$ cat src/rtl/huffman_decoder_if.sv
// Bus bundle between the bit-serial channel / symbol consumer and the Huffman decoder.
interface huffman_decoder_if #(
    parameter int unsigned CNTW = 7
);
    localparam int unsigned TBLW = 48;

    logic            tbl_load;
    logic [TBLW-1:0] hc_table;
    logic [TBLW-1:0] m_table;
    logic            bit_valid;
    logic            bit_in;
    logic            bit_ready;
    logic            sym_valid;
    logic            sym_ready;
    logic [2:0]      sym;
    logic            err;
    logic [CNTW-1:0] sym_cnt;

    // Upstream / consumer side
    modport master (
        output tbl_load, hc_table, m_table, bit_valid, bit_in, sym_ready,
        input  bit_ready, sym_valid, sym, err, sym_cnt
    );

    // Decoder side
    modport slave (
        input  tbl_load, hc_table, m_table, bit_valid, bit_in, sym_ready,
        output bit_ready, sym_valid, sym, err, sym_cnt
    );
endinterface

$ cat src/rtl/huffman_decoder.sv
// Serial 6-symbol Huffman decoder: loads a code/mask table, shifts bits in MSB-first
// and hands decoded symbol indices 1..6 to a consumer over valid/ready.
module huffman_decoder #(
    parameter int unsigned MAXLEN = 7,
    parameter int unsigned CNTW   = 7
) (
    input  logic             clk,
    input  logic             reset,
    huffman_decoder_if.slave bus
);
    localparam int unsigned ACCW = 8;
    localparam int unsigned LENW = 4;
    localparam int unsigned NSYM = 6;
    localparam int unsigned TBLW = NSYM * ACCW;
    localparam logic [CNTW-1:0] CNT_MAX = '1;

    typedef enum logic [1:0] {EMPTY, RUN, HOLD, ERR} state_t;

    state_t          state_q, state_d;
    logic [TBLW-1:0] hc_q, hc_d;
    logic [TBLW-1:0] m_q, m_d;
    logic [ACCW-1:0] acc_q, acc_d;
    logic [LENW-1:0] len_q, len_d;
    logic [2:0]      sym_q, sym_d;
    logic            sym_valid_q, sym_valid_d;
    logic            bit_ready_q, bit_ready_d;
    logic            err_q, err_d;
    logic [CNTW-1:0] cnt_q, cnt_d;

    logic [ACCW-1:0] acc_new;
    logic [LENW-1:0] len_new;
    logic            hit;
    logic [2:0]      hit_sym;
    logic            tbl_ok;
    logic            accept;

    // A table is usable when every mask is 1..MAXLEN right-aligned ones and no code bit lies outside its mask
    function automatic logic table_valid(input logic [TBLW-1:0] hc, input logic [TBLW-1:0] m);
        logic            ok;
        logic [ACCW-1:0] mk;
        logic [ACCW-1:0] hk;
        ok = 1'b1;
        for (int unsigned k = 0; k < NSYM; k++) begin
            mk = m[k*ACCW +: ACCW];
            hk = hc[k*ACCW +: ACCW];
            if ((mk == '0) || ($unsigned($countones(mk)) > MAXLEN) ||
                ((mk & (mk + ACCW'(1))) != '0) || ((hk & ~mk) != '0)) begin
                ok = 1'b0;
            end
        end
        return ok;
    endfunction

    // Candidate accumulator after shifting in the offered bit, and the lowest-index symbol it completes
    always_comb begin
        acc_new = {acc_q[ACCW-2:0], bus.bit_in};
        len_new = len_q + LENW'(1);
        hit     = 1'b0;
        hit_sym = '0;
        for (int unsigned k = 0; k < NSYM; k++) begin
            if (!hit && (LENW'($countones(m_q[k*ACCW +: ACCW])) == len_new) &&
                ((acc_new & m_q[k*ACCW +: ACCW]) == hc_q[k*ACCW +: ACCW])) begin
                hit     = 1'b1;
                hit_sym = 3'(k + 1);
            end
        end
    end

    // Next-state and next-output logic; a table load overrides everything but reset
    always_comb begin
        state_d     = state_q;
        hc_d        = hc_q;
        m_d         = m_q;
        acc_d       = acc_q;
        len_d       = len_q;
        sym_d       = sym_q;
        sym_valid_d = sym_valid_q;
        cnt_d       = cnt_q;
        tbl_ok      = table_valid(bus.hc_table, bus.m_table);
        accept      = bus.bit_valid && bit_ready_q;

        if (bus.tbl_load) begin
            hc_d        = bus.hc_table;
            m_d         = bus.m_table;
            acc_d       = '0;
            len_d       = '0;
            sym_valid_d = 1'b0;
            cnt_d       = '0;
            state_d     = tbl_ok ? RUN : ERR;
        end else begin
            case (state_q)
                RUN: begin
                    if (accept) begin
                        if (hit) begin
                            sym_d       = hit_sym;
                            sym_valid_d = 1'b1;
                            acc_d       = '0;
                            len_d       = '0;
                            state_d     = HOLD;
                        end else if (len_new == LENW'(MAXLEN)) begin
                            acc_d   = '0;
                            len_d   = '0;
                            state_d = ERR;
                        end else begin
                            acc_d = acc_new;
                            len_d = len_new;
                        end
                    end
                end
                HOLD: begin
                    if (bus.sym_ready) begin
                        sym_valid_d = 1'b0;
                        if (cnt_q != CNT_MAX) begin
                            cnt_d = cnt_q + CNTW'(1);
                        end
                        state_d = RUN;
                    end
                end
                default: ;
            endcase
        end

        bit_ready_d = (state_d == RUN);
        err_d       = (state_d == ERR);
    end

    // State register
    always_ff @(posedge clk) begin
        if (reset) begin
            state_q <= EMPTY;
        end else begin
            state_q <= state_d;
        end
    end

    // Datapath and output registers
    always_ff @(posedge clk) begin
        if (reset) begin
            hc_q        <= '0;
            m_q         <= '0;
            acc_q       <= '0;
            len_q       <= '0;
            sym_q       <= '0;
            sym_valid_q <= 1'b0;
            bit_ready_q <= 1'b0;
            err_q       <= 1'b0;
            cnt_q       <= '0;
        end else begin
            hc_q        <= hc_d;
            m_q         <= m_d;
            acc_q       <= acc_d;
            len_q       <= len_d;
            sym_q       <= sym_d;
            sym_valid_q <= sym_valid_d;
            bit_ready_q <= bit_ready_d;
            err_q       <= err_d;
            cnt_q       <= cnt_d;
        end
    end

    assign bus.bit_ready = bit_ready_q;
    assign bus.sym_valid = sym_valid_q;
    assign bus.sym       = sym_q;
    assign bus.err       = err_q;
    assign bus.sym_cnt   = cnt_q;
endmodule

$ cat src/flat_wrapper.sv
// flat-port wrapper written by rule: the top's interface ports become plain ports
module huffman_decoder_flat 
#(
    parameter int unsigned MAXLEN = 7,
    parameter int unsigned CNTW   = 7
)
  (clk, reset, bus_tbl_load, bus_hc_table, bus_m_table, bus_bit_valid, bus_bit_in, bus_sym_ready, bus_bit_ready, bus_sym_valid, bus_sym, bus_err, bus_sym_cnt);
  huffman_decoder_if #(.CNTW(CNTW)) bus_i ();
  input  logic clk;
  input  logic reset;
  input wire logic [$bits(bus_i.tbl_load)-1:0] bus_tbl_load;
  input wire logic [$bits(bus_i.hc_table)-1:0] bus_hc_table;
  input wire logic [$bits(bus_i.m_table)-1:0] bus_m_table;
  input wire logic [$bits(bus_i.bit_valid)-1:0] bus_bit_valid;
  input wire logic [$bits(bus_i.bit_in)-1:0] bus_bit_in;
  input wire logic [$bits(bus_i.sym_ready)-1:0] bus_sym_ready;
  output wire logic [$bits(bus_i.bit_ready)-1:0] bus_bit_ready;
  output wire logic [$bits(bus_i.sym_valid)-1:0] bus_sym_valid;
  output wire logic [$bits(bus_i.sym)-1:0] bus_sym;
  output wire logic [$bits(bus_i.err)-1:0] bus_err;
  output wire logic [$bits(bus_i.sym_cnt)-1:0] bus_sym_cnt;
  assign bus_i.tbl_load = bus_tbl_load;
  assign bus_i.hc_table = bus_hc_table;
  assign bus_i.m_table = bus_m_table;
  assign bus_i.bit_valid = bus_bit_valid;
  assign bus_i.bit_in = bus_bit_in;
  assign bus_i.sym_ready = bus_sym_ready;
  assign bus_bit_ready = bus_i.bit_ready;
  assign bus_sym_valid = bus_i.sym_valid;
  assign bus_sym = bus_i.sym;
  assign bus_err = bus_i.err;
  assign bus_sym_cnt = bus_i.sym_cnt;
  huffman_decoder #(.MAXLEN(MAXLEN), .CNTW(CNTW)) u_core (.clk(clk), .reset(reset), .bus(bus_i));
endmodule
$ cat config.mk
export PLATFORM = sky130hd
export DESIGN_NAME = huffman_decoder_flat
export DESIGN_NICKNAME = d
export VERILOG_FILES = /design/src/rtl/huffman_decoder_if.sv /design/src/rtl/huffman_decoder.sv /design/src/flat_wrapper.sv
export SDC_FILE = /design/constraint.sdc
export NUM_CORES = 1
export LEC_CHECK = 0
export BUFFER_PORTS_ARGS = -buffer_cell sky130_fd_sc_hd__buf_4
export CAP_MARGIN = 10
export CORE_AREA = 2 2 178 180
export DETAILED_ROUTE_END_ITERATION = 12
export DIE_AREA = 0 0 180 182
export HOLD_SLACK_MARGIN = 0.02
export PLACE_DENSITY = 0.56
export RECOVER_POWER = 25
export SLEW_MARGIN = 40
export SYNTH_ARGS = -nofsm -noshare
export SYNTH_HDL_FRONTEND = slang
export SYNTH_SLANG_ARGS = --single-unit
$ cat constraint.sdc
create_clock -name clk -period 4.9 [get_ports clk]
set_input_delay 0.98 -clock clk [delete_from_list [all_inputs] [get_ports clk]]
set_output_delay 0.98 -clock clk [all_outputs]
set_load 0.005 [all_outputs]
==> impl_metrics.tcl <==
set metrics [dict create \
    globalRouteOverflowTotal 0 \
    dr.first_iter.drc_count 416 \
    syn_nets 1203 \
    area_growth_pct 21.5 \
    worstSetupEndpointType "flop" \
    nets 1308 \
    ys_seq_area_share_pct 27.8 \
    synth_cells 954 \
    crit_arrival_ns 4.44 \
    placed_cells 1442 \
    r2r_end "u_core.len_q[0]" \
    htree_num_levels 4 \
    ys_types 57 \
    hold_viol_final 0 \
    outcome "finished, violations left" \
    drt_first_pass_iters 5 \
    grt_usage_pct 17.4 \
    met3_usage_pct 3.59 \
    cts_tree "built" \
    grt_pass1_vias 7057 \
    worstPathMaxFanout 78 \
    total_leakage_power_nw 5.05 \
    stdcell_count 1474 \
    fp-row-count 65 \
    period_needed_ns 4.29 \
    dieArea_um2 32800 \
    core_um2 31000 \
    ir_drop_mv 0.227 \
    fin_total_pwr_mw 3.21 \
    worst_setup_path_start_kind "input pin" \
    min_from "u_core.bus.sym_cnt[6]" \
    portBuffers 114 \
    die_h_um 182 \
    synth.most_common_cell "dfxtp_1" \
    grt_max_degree 79 \
    relSlewSlack_pct -153 \
    synth_edf_count 0 \
    wl_per_cell_um 19.3 \
    post-route-period-util_pct 87.6 \
    grt_first_pass_wirelength_mm 42.8 \
    cts-resized-gates 0 \
    via_per_inst 4.90 \
    slew_viol_final 143 \
    ys_ff_latch 122 \
    tightestPinTransition_ns 3.79 \
    gr-usage-met1_pct 23.0 \
    io_pins 115 \
    skew_ns 0.00602 \
    r2r_start "u_core.m_q[46]" \
    cap_violations 2 \
    clk-insertion-delay-late_ns 0.43 \
    initial_core_util_pct 28.4 \
    whs_path_depth 2 \
    ant_nets 0 \
    clk_pin_slew_ns 0.06 \
    gr-usage-met2_pct 28.3 \
    synth_top_cell_by_area "dfxtp_1" \
    fmax_mhz 233 \
    setup_viol 0 \
    busiest_layer "met2" \
    cts_inserted_buffers 17 \
    drc 0 \
    powerDensity_nw_per_um2 300 \
    gp_congestion 0.881 \
    clkSinkCount 122 \
    cts_hold_buffers 0 \
    violations "capacitance limit, slew limit" \
    yosysWarnings 0 \
    reg2reg_slack_ns 0.78 \
    hpwl_mm 22.2 \
    hold_end "u_core.bus.sym_cnt[6]" \
    reg2regPathDepth 14 \
    tns_ns 0 \
    antenna_found_initial 0 \
    worstPathRequired_ns 5.05 \
    max-clock-path-buffers 2 \
    synth_top_area_share_pct 27.8 \
    async_reset_ff_share_pct 0 \
    die_x_um 180 \
    min_path_type "reg -> reg" \
    diodes 0 \
    critPathKind "in -> reg" \
    rsz0062_at_grt "no" \
    syn_avg_cell_area_um2 9.22 \
    netlist_area_um2 8790 \
    synth_area_leaders "dfxtp_1, ha_1, mux2i_1, fa_1, nor2_1" \
    synth_commonest_cells "dfxtp_1, nor2_1, ha_1" \
    cts_setup_buffers 0 \
    layout-drive-gt1-share_pct 14.8 \
    synth_flop_cell "dfxtp_1" \
    root_buffer "clkbuf_16" \
    routed_wirelength_mm 28.4 \
    vias 7226 \
]
[layout make-up]
class / count / area [µm²]
Tap cell: 402 / 503
Fill cell: 3178 / 20300
Timing Repair Buffer: 122 / 907
Clock buffer: 26 / 509
Multi-Input combinational cell: 694 / 5810
Sequential cell: 122 / 2440
Inverter: 102 / 383
Clock inverter: 6 / 133
[power breakdown]
| group | internal (mW) | total (mW) | switching [mW] |
|---|---|---|---|
| clock network | 0.919 | 1.39 | 0.472 |
| logic | 0.326 | 0.721 | 0.395 |
| registers | 1.05 | 1.10 | 0.0471 |
| total | 2.29 | 3.21 | 0.914 |
[worst max path at each step]
stage / from / to / slack (ns) / cells past startpoint
after detailed placement: u_core.m_q[46] / u_core.len_q[0] / 0.81 / 14
after global routing: reset / u_core.hc_q[41] / 0.32 / 3
after global placement: bus_m_table[4] / u_core.state_q[1] / 0.78 / 14
after CTS: u_core.m_q[46] / u_core.len_q[0] / 0.81 / 14
final: reset / u_core.state_q[1] / 0.61 / 3
after floorplan: u_core.m_q[26] / u_core.len_q[0] / 1.01 / 16
[metrics by stage]
stage | util, % | hold WS [ns] | cell area [µm²] | setup WS [ns]
floorplan | - | 0.469 | 8790 | 1.01
finish | 34.5 | 0.502 | 10700 | 0.607
CTS | 34.5 | 0.501 | 10700 | 0.809
global route | 34.5 | 0.515 | 10700 | 0.319
global placement | 32.4 | 0.491 | 10100 | 0.777
detailed placement | 32.4 | 0.488 | 10100 | 0.807
[state kept, by name, indices dropped and copies added, names as in the netlist]
register,cells
u_core.bus.sym_cnt,7
u_core.bus.err,1
u_core.bus.sym_valid,1
u_core.state_q,2
u_core.hc_q,48
u_core.len_q,4
u_core.m_q,48
u_core.bus.sym,3
u_core.acc_q,7
u_core.bus.bit_ready,1
[cell usage in the layout, fill, tap and decap left out, types with 5 or more instances in the layout]
master,instances
dfxtp_1,122
nor2_1,121
buf_4,119
ha_1,103
inv_1,102
mux2i_1,97
nand2_1,56
fa_1,44
xor2_1,35
nand4_1,31
xnor2_1,29
a21oi_1,23
o21ai_0,21
nand3_1,19
clkbuf_16,17
a22o_1,16
nor4_1,12
and3_1,11
a22oi_1,8
o22ai_1,5
a31oi_1,5
clkbuf_8,5
clkbuf_1,5
[critical path, stage by stage]
cell and delay [ns]:
clkbuf_2 0.48, clkbuf_1 2.70, nor2_1 0.16
[layer usage]
metal  wire [µm]  up-vias
met1       13200     3533
met5           0        -
met4         657        0
met2       13200      198
li1            -     3456
met3        1420       39
[cell families after synthesis]
logic type | share of synthesized area (%)
AOI/OAI and AO/OA | 8.27
buffers and inverters | 6.20
and+or+nand+nor | 14.9
xor gates and xnor gates | 7.00
DFF | 27.8
muxes | 11.2
adders and majority gates | 24.7
Power figures use the tool's default switching activity.
